**src/rtl/mem_access_ctrl_if.sv**
```systemverilog
// Data-memory port bundle: req/ack handshake, word address, byte enables and data.
// The controller drives the request side; the memory returns the ack and the read word.
interface mem_if;
  logic        MemReq;
  logic        MemWe;
  logic [31:0] MemAddr;
  logic [3:0]  MemBE;
  logic [31:0] MemWData;
  logic        MemAck;
  logic [31:0] MemRData;

  modport master (
    output MemReq,
    output MemWe,
    output MemAddr,
    output MemBE,
    output MemWData,
    input  MemAck,
    input  MemRData
  );

  modport slave (
    input  MemReq,
    input  MemWe,
    input  MemAddr,
    input  MemBE,
    input  MemWData,
    output MemAck,
    output MemRData
  );
endinterface

```
**src/rtl/mem_access_ctrl.sv**
```systemverilog
// MEM-stage load/store sequencer for a variable-latency req/ack data memory.
// Stalls the pipeline while a transaction is outstanding and registers the result for WB.
module mem_access_ctrl #(
  parameter int TIMEOUT = 64,
  parameter int CNT_W   = 7
) (
  input  logic        clk,
  input  logic        rst_n,
  input  logic [2:0]  LoadTypeM,
  input  logic [1:0]  StoreTypeM,
  input  logic [31:0] AddrM,
  input  logic [31:0] StoreDataM,
  mem_if.master       mem,
  output logic        StallReq,
  output logic [31:0] LoadDataW,
  output logic [1:0]  LoadedBytesSelectW,
  output logic [2:0]  LoadTypeW,
  output logic        MisalignErr,
  output logic        BusErr
);

  typedef enum logic [1:0] {
    IDLE = 2'd0,
    REQ  = 2'd1,
    DONE = 2'd2
  } state_t;

  localparam logic [CNT_W-1:0] CNT_LAST = CNT_W'(TIMEOUT - 1);

  state_t           state;
  logic [CNT_W-1:0] cnt;
  logic [2:0]       lat_type;
  logic [1:0]       lat_off;

  logic        is_load;
  logic        is_store;
  logic        access;
  logic        half;
  logic        word;
  logic        misaligned;
  logic [3:0]  be_nxt;
  logic [31:0] wd_nxt;

  // A load present in the same cycle as a store takes precedence.
  always_comb begin
    is_load    = (LoadTypeM >= 3'd1) && (LoadTypeM <= 3'd5);
    is_store   = !is_load && (StoreTypeM != 2'd0);
    access     = is_load || is_store;
    half       = is_load ? ((LoadTypeM == 3'd2) || (LoadTypeM == 3'd5)) : (StoreTypeM == 2'd2);
    word       = is_load ? (LoadTypeM == 3'd3) : (StoreTypeM == 2'd3);
    misaligned = (half && AddrM[0]) || (word && (AddrM[1:0] != 2'b00));
    be_nxt     = 4'b1111;
    wd_nxt     = '0;
    if (is_store) begin
      case (StoreTypeM)
        2'd1: begin
          be_nxt = 4'b0001 << AddrM[1:0];
          wd_nxt = {4{StoreDataM[7:0]}};
        end
        2'd2: begin
          be_nxt = 4'b0011 << AddrM[1:0];
          wd_nxt = {2{StoreDataM[15:0]}};
        end
        default: begin
          be_nxt = 4'b1111;
          wd_nxt = StoreDataM;
        end
      endcase
    end
  end

  // Stall must fall the instant reset asserts, even with a valid access still on the inputs.
  assign StallReq = rst_n && ((state == REQ) ||
                              ((state == IDLE) && access && !misaligned));

  always_ff @(posedge clk or negedge rst_n) begin
    if (!rst_n) begin
      state              <= IDLE;
      cnt                <= '0;
      lat_type           <= '0;
      lat_off            <= '0;
      mem.MemReq         <= 1'b0;
      mem.MemWe          <= 1'b0;
      mem.MemAddr        <= '0;
      mem.MemBE          <= '0;
      mem.MemWData       <= '0;
      LoadDataW          <= '0;
      LoadedBytesSelectW <= '0;
      LoadTypeW          <= '0;
      MisalignErr        <= 1'b0;
      BusErr             <= 1'b0;
    end else begin
      MisalignErr <= 1'b0;
      BusErr      <= 1'b0;
      case (state)
        IDLE: begin
          if (access) begin
            if (misaligned) begin
              MisalignErr <= 1'b1;
              LoadTypeW   <= '0;
            end else begin
              mem.MemAddr  <= {AddrM[31:2], 2'b00};
              mem.MemWe    <= is_store;
              mem.MemBE    <= be_nxt;
              mem.MemWData <= wd_nxt;
              mem.MemReq   <= 1'b1;
              lat_off      <= AddrM[1:0];
              lat_type     <= is_load ? LoadTypeM : 3'd0;
              cnt          <= '0;
              state        <= REQ;
            end
          end
        end
        REQ: begin
          cnt <= cnt + CNT_W'(1);
          // An ack arriving on the last allowed cycle still completes the access.
          if (mem.MemAck) begin
            if (lat_type != 3'd0) begin
              LoadDataW          <= mem.MemRData;
              LoadTypeW          <= lat_type;
              LoadedBytesSelectW <= lat_off;
            end else begin
              LoadTypeW <= '0;
            end
            mem.MemReq <= 1'b0;
            state      <= DONE;
          end else if (cnt == CNT_LAST) begin
            mem.MemReq <= 1'b0;
            BusErr     <= 1'b1;
            LoadDataW  <= '0;
            LoadTypeW  <= '0;
            state      <= DONE;
          end
        end
        DONE: begin
          cnt   <= '0;
          state <= IDLE;
        end
        default: begin
          mem.MemReq <= 1'b0;
          cnt        <= '0;
          state      <= IDLE;
        end
      endcase
    end
  end

endmodule

```
**src/flat_wrapper.sv**
```systemverilog
// flat-port wrapper written by rule: the top's interface ports become plain ports
module mem_access_ctrl_flat 
#(
  parameter int TIMEOUT = 64,
  parameter int CNT_W   = 7
)
  (clk, rst_n, LoadTypeM, StoreTypeM, AddrM, StoreDataM, StallReq, LoadDataW, LoadedBytesSelectW, LoadTypeW, MisalignErr, BusErr, mem_MemReq, mem_MemWe, mem_MemAddr, mem_MemBE, mem_MemWData, mem_MemAck, mem_MemRData);
  mem_if mem_i ();
  input  logic clk;
  input  logic rst_n;
  input  logic [2:0] LoadTypeM;
  input  logic [1:0] StoreTypeM;
  input  logic [31:0] AddrM;
  input  logic [31:0] StoreDataM;
  output logic StallReq;
  output logic [31:0] LoadDataW;
  output logic [1:0] LoadedBytesSelectW;
  output logic [2:0] LoadTypeW;
  output logic MisalignErr;
  output logic BusErr;
  output wire logic [$bits(mem_i.MemReq)-1:0] mem_MemReq;
  output wire logic [$bits(mem_i.MemWe)-1:0] mem_MemWe;
  output wire logic [$bits(mem_i.MemAddr)-1:0] mem_MemAddr;
  output wire logic [$bits(mem_i.MemBE)-1:0] mem_MemBE;
  output wire logic [$bits(mem_i.MemWData)-1:0] mem_MemWData;
  input wire logic [$bits(mem_i.MemAck)-1:0] mem_MemAck;
  input wire logic [$bits(mem_i.MemRData)-1:0] mem_MemRData;
  assign mem_MemReq = mem_i.MemReq;
  assign mem_MemWe = mem_i.MemWe;
  assign mem_MemAddr = mem_i.MemAddr;
  assign mem_MemBE = mem_i.MemBE;
  assign mem_MemWData = mem_i.MemWData;
  assign mem_i.MemAck = mem_MemAck;
  assign mem_i.MemRData = mem_MemRData;
  mem_access_ctrl #(.TIMEOUT(TIMEOUT), .CNT_W(CNT_W)) u_core (.clk(clk), .rst_n(rst_n), .LoadTypeM(LoadTypeM), .StoreTypeM(StoreTypeM), .AddrM(AddrM), .StoreDataM(StoreDataM), .mem(mem_i), .StallReq(StallReq), .LoadDataW(LoadDataW), .LoadedBytesSelectW(LoadedBytesSelectW), .LoadTypeW(LoadTypeW), .MisalignErr(MisalignErr), .BusErr(BusErr));
endmodule
```
**config.mk**
```make
export PLATFORM = sky130hd
export DESIGN_NAME = mem_access_ctrl_flat
export DESIGN_NICKNAME = d
export VERILOG_FILES = /design/src/rtl/mem_access_ctrl_if.sv /design/src/rtl/mem_access_ctrl.sv /design/src/flat_wrapper.sv
export SDC_FILE = /design/constraint.sdc
export NUM_CORES = 1
export LEC_CHECK = 0
export CORE_ASPECT_RATIO = 0.8
export CORE_MARGIN = 1.5
export CORE_UTILIZATION = 47
export DETAILED_ROUTE_END_ITERATION = 10
export GPL_TIMING_DRIVEN = 0
export PLACE_DENSITY = 0.91
export REMOVE_ABC_BUFFERS = 1
export SETUP_SLACK_MARGIN = 0.4
export SYNTH_ARGS = -nofsm -noshare
export SYNTH_HDL_FRONTEND = slang
export SYNTH_SLANG_ARGS = --single-unit
```
**constraint.sdc**
```tcl
create_clock -name clk -period 3.5 [get_ports clk]
set_input_delay 0.7 -clock clk [delete_from_list [all_inputs] [get_ports clk]]
set_output_delay 0.7 -clock clk [all_outputs]
set_load 0.005 [all_outputs]
```
# Word level (Yosys, flattened, before mapping)

Index checks and enable logic that the tools add are counted.

Logic and storage cells: 96
Output and inout port bits: 110
Input bits: 104
Register bits after elaboration: 121

Muxes and demuxes: 35
Magnitude comparators: 2
Add/subtract/negate cells: 1
Reduce and logical (&&, ||, !) cells: 26
Bitwise operators: 2
Equality and inequality tests: 14
Shifts and indexed selects: 2

Operators with widths:

| kind                | number |
|---|---|
| $mux 32             | 4 |
| $pmux 32 s2         | 1 |
| $mux 3              | 6 |
| $mux 7              | 2 |
| $pmux 7 s2          | 1 |
| $mux 1              | 12 |
| $reduce_and 3->1    | 4 |
| $mux 2              | 4 |
| $pmux 4 s2          | 1 |
| $reduce_and 4->1    | 2 |
| $reduce_bool 2->1   | 4 |
| $add 7x1->7 const B | 1 |
| $eq 7x6->1 const B  | 1 |
| $logic_and 1x1->1   | 7 |
| $eq 2x2->1 const B  | 3 |
| $eq 3x2->1 const B  | 2 |
| $ne 2x1->1 const B  | 3 |
| $pmux 3 s2          | 1 |
| $eq 2x1->1 const B  | 2 |
| $logic_or 1x1->1    | 4 |
| $mux 4              | 1 |
| $pmux 2 s2          | 1 |
| $shl 1x2->4 const A | 1 |
| $shl 2x2->4 const A | 1 |
| 11 further kinds    | 13 |

# Depth between registers and ports, before layout

Gate-level depths: netlist of the first run.

Depth after elaboration: 9
Mapped depth: 10
Gate-level depth less buffers: 7

# Worst setup path after synthesis of the first run

Ideal clock, no wire load.

Kind: input -> output
From: in StoreTypeM[0]
To: out StallReq
Buffers on the path: 2
Cell stages on the path: 9
Path slack: 0.586 ns
Data required time: 2.800 ns
Arrival time: 2.214 ns
Cell sequence: inv_1 > ha_1 > a21boi_0 > o32ai_2 > a22oi_4 > nand3_2 > buf_6 > buf_2 > a21boi_0

Word-level cells in the longest chain between the ends: 8
Elaborated cells on any way between the ends: 15
Those cells by class: eq/ne (2); mux (2); reduce/logical (11)

Ends and longest elaborated chain:

| item                          | line                                         | text |
|---|---|---|
| from (decl)                   | flat_wrapper.sv:12                           | `input logic [1:0] StoreTypeM;` |
| $eq 2x2->1 (on tied branches) | mem_access_ctrl.sv:49, mem_access_ctrl.sv:50 |  |
| $mux 1 (on tied branches)     | mem_access_ctrl.sv:49, mem_access_ctrl.sv:50 |  |
| $logic_and 1x1->1             | mem_access_ctrl.sv:51                        | `misaligned = (half && AddrM[0]) \|\| (word && (AddrM[1:0] != 2'b00));` |
| $logic_or 1x1->1              | mem_access_ctrl.sv:51                        |  |
| $logic_not 1->1               | mem_access_ctrl.sv:74                        | `((state == IDLE) && access && !misaligned));` |
| $logic_and 1x1->1 (*)         | mem_access_ctrl.sv:74                        |  |
| $logic_or 1x1->1 (*)          | mem_access_ctrl.sv:73                        | `assign StallReq = rst_n && ((state == REQ) \|\|` |
| $logic_and 1x1->1 (*)         | mem_access_ctrl.sv:73                        |  |
| to (decl)                     | flat_wrapper.sv:15                           | `output logic StallReq;` |

Mark *: on every way between the ends. The rest lies on a longest branch, timed or not.

# Worst setup path in the final report of the first run

From: in LoadTypeM[2]
To: out StallReq

Word-level cells in the longest chain between the ends: 9
Elaborated cells on any way between the ends: 20
Those cells by class: order compare (2); eq/ne (3); mux (2); reduce/logical (13)

Ends and longest elaborated chain:

| item                                                         | line                                         | text |
|---|---|---|
| from (decl)                                                  | flat_wrapper.sv:11                           | `input logic [2:0] LoadTypeM;` |
| $ge 3x1->1 (tied with other cells)                           | mem_access_ctrl.sv:46                        | `is_load = (LoadTypeM >= 3'd1) && (LoadTypeM <= 3'd5);` |
| $logic_and 1x1->1 / $logic_or 1x1->1 (equally long branches) | mem_access_ctrl.sv:46, mem_access_ctrl.sv:49 |  |
| $mux 1 (tied with other cells)                               | mem_access_ctrl.sv:49                        | `half = is_load ? ((LoadTypeM == 3'd2) \|\| (LoadTypeM == 3'd5)) : (StoreTypeM == 2'd2);` |
| $logic_and 1x1->1 (on tied branches)                         | mem_access_ctrl.sv:51, mem_access_ctrl.sv:47 |  |
| $logic_or 1x1->1 (on tied branches)                          | mem_access_ctrl.sv:51, mem_access_ctrl.sv:48 |  |
| $logic_not 1->1 / $logic_and 1x1->1 (equally long branches)  | mem_access_ctrl.sv:74                        |  |
| $logic_and 1x1->1 (*)                                        | mem_access_ctrl.sv:74                        |  |
| $logic_or 1x1->1 (*)                                         | mem_access_ctrl.sv:73                        |  |
| $logic_and 1x1->1 (*)                                        | mem_access_ctrl.sv:73                        |  |

Marked as above.

==> run metrics, run 1 <==
die width=122.3 um; Cell variety after synth=between 40 and 50; YS warnings=0; area leader, netlist=dfrtp_1; Tcrit/Tclk final=90.94%; Syn Area/Cell=about 11 um^2; most frequent cells after synthesis=dfrtp_1, o21ai_0, inv_1, nand3_1, mux2_2; number of synthesized flops with an enable pin=0; clock buffer depth=2; Async SR Flop Fraction=100.0%; Pint=4494 uW; row count=34; die area=0.01203 mm^2; Via-to-Cell Ratio=5.488; Worst Skew=0.008228 ns; Cell Area, Synth=0.005349 mm^2; post-DP HPWL=10.85 mm; Cell Area, Placed=0.007526 mm^2; Area Overhead vs Synth=54.36%; hold_ws=roughly 0.22 ns; Post-DRT Antenna Nets=0; register area share after synthesis=56.61%; Net Sw Frac=~29%; Worst-Skew Late Latency=0.41 ns; DRC errors left=0; Clock Sinks=121; Final Hold Viols=0; sequential share of power=35.4%; crit start category=input port; pwr/cell area=770.4 mW/mm^2; CTS tree=done; slowest CP cell=dlygate4sd2_1; Fillers=693; Root Driver=clkbuf_16; Final Max Tran Viols=0; Synth Register Bits=~120; grt ovf=0; Crit path max-delay family=buffers and inverters; worst endpoint required time=2.80 ns; nets@finish=around 800; Total Routed Length=16.12 mm; slew margin rel.=20.79%; initial antenna violation count=1; setup violators final=0; crit path DAT=about 2.5 ns; R2R setup slack=around 1.0 ns; H-tree depth=4; max_cap viols=0; DR WL/cell=approximately 19 um; CP peak stage delay=0.37 ns; # hold bufs at CTS=0; Placer Congestion=just over 0.8; Post-synth top flop=dfrtp_1; Synth Instances=485; f_max=~310 MHz; NetSw=1867 uW; cells along the critical path=dlygate4sd2_1 > nand2b_1 > a32o_1 > a22oi_4 > nand3_4 > buf_16 > a21boi_0 > clkdlybuf4s15_2; clock power share=between 20% and 30%; HP Class=in2async; worst slew pin tran=1.188 ns; CTS clk-pin slew, worst paths=0.05 ns; post-route cell area=0.008257 mm^2; Leak=0.003547 uW; Buffers on Ports=211; Worst Path Max Fanout=8; first-pass GRT wire length=roughly 26 mm; number of buffers and inverters on the critical path=3; largest net degree at the start of global routing=79; combinational share of power=a little under two fifths; drt first-iter violations=464; IO Pins=between 200 and 250; vias in the first global route=4,918; Vert. Die Dim=98.42 um; most numerous cell in the Yosys netlist=dfrtp_1; initial core utilization=48.73%; first-pass iteration count of the detailed router=5; status=completed; Total Routing Usage GR=27.74%; RSZ-0062 raised after global routing=yes; Peak VDD IR=0.5946 mV; via count=4,659; WS Path Type=in2out; CP endpoint kind=primary output; core area=0.01098 mm^2; top cell type's share of synthesized area=56.61%; CTS Buf Count=17; layout cells sized above 1=between 10% and 20%; synth top area cells=dfrtp_1, mux2_2, o21ai_0, nand3_1, o2bb2ai_1; minimum clock period=3.183 ns
cells by family (layout without fill, tap and decap cells):
logic type      count (synthesis)  count (layout)  synth area share, %
simple gates                  107             108                9.942
buf+inv                        78             295                6.316
flops                         121             121                56.61
compound gates                134             134                17.54
xor+xnor                        3               3               0.4913
other cells                     1               3              0.07011
mux                            37              37                8.093
fa+ha+maj                       4               4               0.9357
state kept, by name, summed over array words and instances, names as in the netlist:
register and cells:
u_core.BusErr 1, u_core.LoadDataW 32, u_core.LoadTypeW 3, u_core.LoadedBytesSelectW 2, u_core.MisalignErr 1, u_core.cnt 7
u_core.lat_off 2, u_core.lat_type 3, u_core.mem.MemAddr 30, u_core.mem.MemBE 4, u_core.mem.MemReq 1, u_core.mem.MemWData 32
u_core.mem.MemWe 1, u_core.state 2
layer usage:
metal	part of all wire [%]	track usage, %	routed length [um]
met1	39	33.37	6340
met3	7.0	8.449	1122
met2	51	46.02	8185
met5	0	0	0
met4	2.9	12.34	469
metrics by stage:
stage | utilization, % | total power [uW] | setup WS (ns) | std cells | setup TNS, ns
2_1_floorplan | - | 3124 | -0.3330 | 451 | -0.3330
3_3_place_gp | 68.05 | 4450 | -3.262 | 806 | -451.25
3_5_place_dp | 68.57 | 4562 | -1.239 | 808 | -20.59
4_1_cts | 75.16 | 6393 | 0.2962 | 848 | 0
5_1_grt | 75.23 | 6689 | 0.2531 | 849 | 0
6_report | 75.23 | 6361 | 0.3171 | 849 | 0
placed cells by master (no fill, tap or decap), drive strengths merged, types with 3 or more instances in the layout:
cell             n
and2             3
nor2b           13
clkbuf          24
nor3             3
dlygate4sd2      5
clkdlybuf4s50  202
ha               4
a32oi            3
a21oi           10
o21ai           46
dfrtp          121
nand2b           4
and3             3
clkinvlp         3
a22oi           16
nor2            17
mux2            35
nand2           19
clkinv           3
buf             10
inv             43
a22o            16
a31oi           10
nand3           42
o2bb2ai         19
power by group through the flow:
stage,Clock [uW],Sequential [uW],Combinational (uW)
floorplan,0,2260,862
global placement,0,2220,2230
detailed placement,0,2260,2300
CTS,1690,2250,2450
finish,1670,2250,2440
global route,1760,2320,2620
what timing repair did:
action	CTS	global route
buffers inserted	7	0
setup endpoints to repair	105	32
gates resized for setup	20	7
pin swaps	2	1
gates cloned	3	0
path summary, 6_finish.rpt:
check,from,endpoint,cells past startpoint
min in group clk,u_core.mem.MemReq$_DFFE_PN0P_,u_core.mem.MemReq$_DFFE_PN0P_,2
hold reg to reg,u_core.mem.MemReq$_DFFE_PN0P_,u_core.mem.MemReq$_DFFE_PN0P_,2
max in group asynchronous,rst_n,u_core.mem.MemAddr[9]$_DFFE_PN0P_,2
setup reg to reg,u_core.state[0]$_DFFE_PN0P_,u_core.LoadDataW[9]$_DFFE_PN0P_,4
setup / recovery,LoadTypeM[2],StallReq,8
hold / removal,rst_n,u_core.LoadDataW[8]$_DFFE_PN0P_,1
area by class of cell:
class                   instances  area (um^2)  area share [%]
clock buffers                  22        464.2           5.622
diodes                          1        2.502         0.03031
multi-input cells             288         2052           24.85
flip-flops and latches        121         3028           36.67
well taps                     144        180.2           2.182
repair buffers                222         2271           27.50
inverters                      43        161.4           1.955
clock inverters                 8        97.59           1.182
No activity file was read; power rests on OpenSTA's default activity.
==> run 2, diff against run 1 <==
- ABC_CLOCK_PERIOD_IN_PS: unset -> 3500
==> results of run 2 <==
No change in the layout: final DEF, timing and power equal those of run 1.
==> run 3, diff against run 2 <==
- ABC_CLOCK_PERIOD_IN_PS: 3500 -> 3100
- CORE_UTILIZATION: 47 -> 44
- CTS_CLUSTER_DIAMETER: unset -> 80
- PLACE_DENSITY: 0.91 -> 0.86
- clock period: 3.5 -> 3.1 ns (I/O delays scaled with it)
==> run 3 against run 2 <==
Net effect:
- die area rose by 6.6%
- core utilization decreased by 4.9 points
- total power up 14%
- clock-buffer cell count is 1 lower
- sequential share of layout area up 0.17 points
- critical path depth rose by 1
- clock skew increased by 0.0017 ns
- combinational power up 7%
- register-to-register slack worse by 0.30 ns
- wire length decreased by 7.2%
- final cell count decreased by 0.24%
- worst setup slack improved by 0.084 ns
==> run metrics, run 3 (same netlist as run 1, synthesis figures left out) <==
Leak=0.003510 uW (-1.0%); Via-to-Cell Ratio=5.490 (about the same); f_max=about 370 MHz; nets@finish=794 (-0.87%); NetSw=2092 uW (+12%); drt first-iter violations=319 (-31%); via count=4,650 (-0.19%); worst endpoint required time=2.48 ns (-0.32 ns); most frequent cells in the layout=clkdlybuf4s50_1, dfrtp_1, o21ai_0; CTS tree=done; sequential share of power=35.4% (about the same); layout cells sized above 1=13.59% (+0.38 points); slew margin rel.=39.25% (+18 points); dpl cells=812 (+0.50%); IO Pins=214 (unchanged); Worst-Skew Late Latency=0.41 ns (about the same); combinational share of power=35.9% (-2.4 points); Cell Area, Placed=0.007538 mm^2 (+0.17%); Total Routed Length=14.95 mm (-7.2%); H-tree depth=4 (unchanged); row count=35 (+2.9%); die area=0.01283 mm^2 (+6.6%); R2R setup slack=0.74 ns (-0.30 ns); # hold bufs at CTS=0 (unchanged); Largest regs=u_core.LoadDataW (32), u_core.mem.MemWData (32), u_core.mem.MemAddr (30); first-pass iteration count of the detailed router=6 (+1); initial core utilization=45.75% (-3.0 points); crit path DAT=2.08 ns (-0.40 ns); worst slew pin tran=0.9112 ns (-0.2770 ns); max_cap viols=0 (unchanged); Clock Sinks=121 (unchanged); Post-DRT Antenna Nets=0 (unchanged); Core Util, Final=70.28% (-4.9 points); Vert. Die Dim=101.6 um (+3.3%); status=completed; worst r2r dst=u_core.LoadDataW[1]$_DFFE_PN0P_; Net Sw Frac=28.95% (-0.40 points); Peak VDD IR=0.7433 mV (+25%); Placer Congestion=0.8243 (about the same); # diodes=0 (-1); non-filler cells, final=847 (-0.24%); Worst Path Max Fanout=4 (-4); clock buffer depth=2 (unchanged); WS Path Type=in2out; setup ws final=0.4007 ns (+0.08355 ns); core area=0.01169 mm^2 (+6.5%); post-DP HPWL=10.30 mm (-5.1%); Buffers on Ports=211 (unchanged); Area Overhead vs Synth=53.64%; CP endpoint kind=primary output; largest net degree at the start of global routing=101 (+28%); Worst Skew=0.009921 ns (+0.001693 ns); Pint=5134 uW (+14%); CTS Buf Count=17 (unchanged); Reg2Reg Launch Point=u_core.state[0]$_DFFE_PN0P_; initial antenna violation count=0 (-1); crit start category=input port; pwr/cell area=879.2 mW/mm^2 (+14%); Total Power=7226 uW (+14%); HP Class=in2async; CTS clk-pin slew, worst paths=0.06 ns (about the same); Root Driver=clkbuf_16; pre-CTS setup slack=-0.9883 ns (+0.2509 ns); DR WL/cell=17.66 um (-7.0%); DRC errors left=0 (unchanged); RSZ-0062 raised after global routing=yes; Tcrit/Tclk final=around 87%; post-route cell area=0.008218 mm^2 (-0.47%); Final Hold Viols=0 (unchanged); die width=126.3 um (+3.3%); clock power share=28.7% (+2.4 points); Final Max Tran Viols=0 (unchanged); Total Routing Usage GR=23.48% (-4.3 points); FF-to-FF path depth=3 (-1); setup violators final=0 (unchanged); minimum clock period=2.699 ns; vias in the first global route=4,775 (-2.9%); grt ovf=0 (unchanged); first-pass GRT wire length=23.69 mm (-7.2%); commonest non-fill, non-tap cell in the layout=clkdlybuf4s50_1
==> run 3: cell count changes in the layout (fill, tap and decap cells not counted), moves of 2 or more <==
cell	previous run	this run
nor2_2	0	2
buf_4	7	3
dlygate4sd2_1	5	3
bufbuf_16	2	0
clkdlybuf4s15_2	1	3
buf_2	0	2
bufinv_16	2	4
==> run 3: worst max-delay path by stage <==
stage                        from  slack (ns)  depth (start not counted)  endpoint
global placement            rst_n       -3.42                          3  StallReq
floorplan           StoreTypeM[0]       -0.57                          7  StallReq
detailed placement  StoreTypeM[0]       -0.99                          9  StallReq
CTS                  LoadTypeM[0]        0.34                          7  StallReq
finish              StoreTypeM[0]        0.40                          9  StallReq
global route        StoreTypeM[0]        0.32                          9  StallReq
==> run 3: power by group through the flow <==
stage                     Sequential [uW]  Combinational [uW]  Clock [uW]
after floorplan                      2550                 974           0
after detailed placement             2560                2580           0
after CTS                            2560                2620        2100
final                                2560                2600        2070
after global routing                 2630                2810        2170
after global placement               2520                2500           0
==> run 3: final cells by class <==
cell class                      instances  area, um^2
Clock buffer                           21       450.4
Clock inverter                         11       170.2
Fill cell                             842        3475
Inverter                               43       161.4
Multi-Input combinational cell        287        2047
Sequential cell                       121        3028
Tap cell                              148       185.2
Timing Repair Buffer                  216        2176
==> run 3: worst max-delay path, stage by stage <==
cell,delay (ns)
clkdlybuf4s15_2,0.22
inv_2,0.09
ha_4,0.16
a21boi_2,0.06
o32ai_2,0.37
a22oi_4,0.11
nand3_4,0.13
a21boi_2,0.05
dlygate4sd2_1,0.26
==> run 3: metrics by stage <==
| stage | hold WS [ns] | setup TNS [ns] |
|---|---|---|
| CTS | 0.05111 | 0 |
| global route | 0.05051 | 0 |
| detailed placement | 0.4723 | -46.12 |
| global placement | 0.4635 | -522.83 |
| floorplan | 0.3244 | -7.368 |
| finish | 0.05264 | 0 |
==> run 3: metal layers <==
| layer | vias to the layer above | share of wire, % | track usage (%) |
|---|---|---|---|
| met3 | 39 | 8.7 | 8.135 |
| li1 | 2111 | - | - |
| met2 | 224 | 49 | 39.05 |
| met1 | 2276 | 40 | 28.65 |
| met5 | - | 0 | 0 |
| met4 | 0 | 2.6 | 8.842 |
==> run 3: timing repair <==
action                     CTS  global route
setup buffers                3             0
pin swaps                    1             0
gates resized for setup     37             3
setup endpoints to repair  106             8
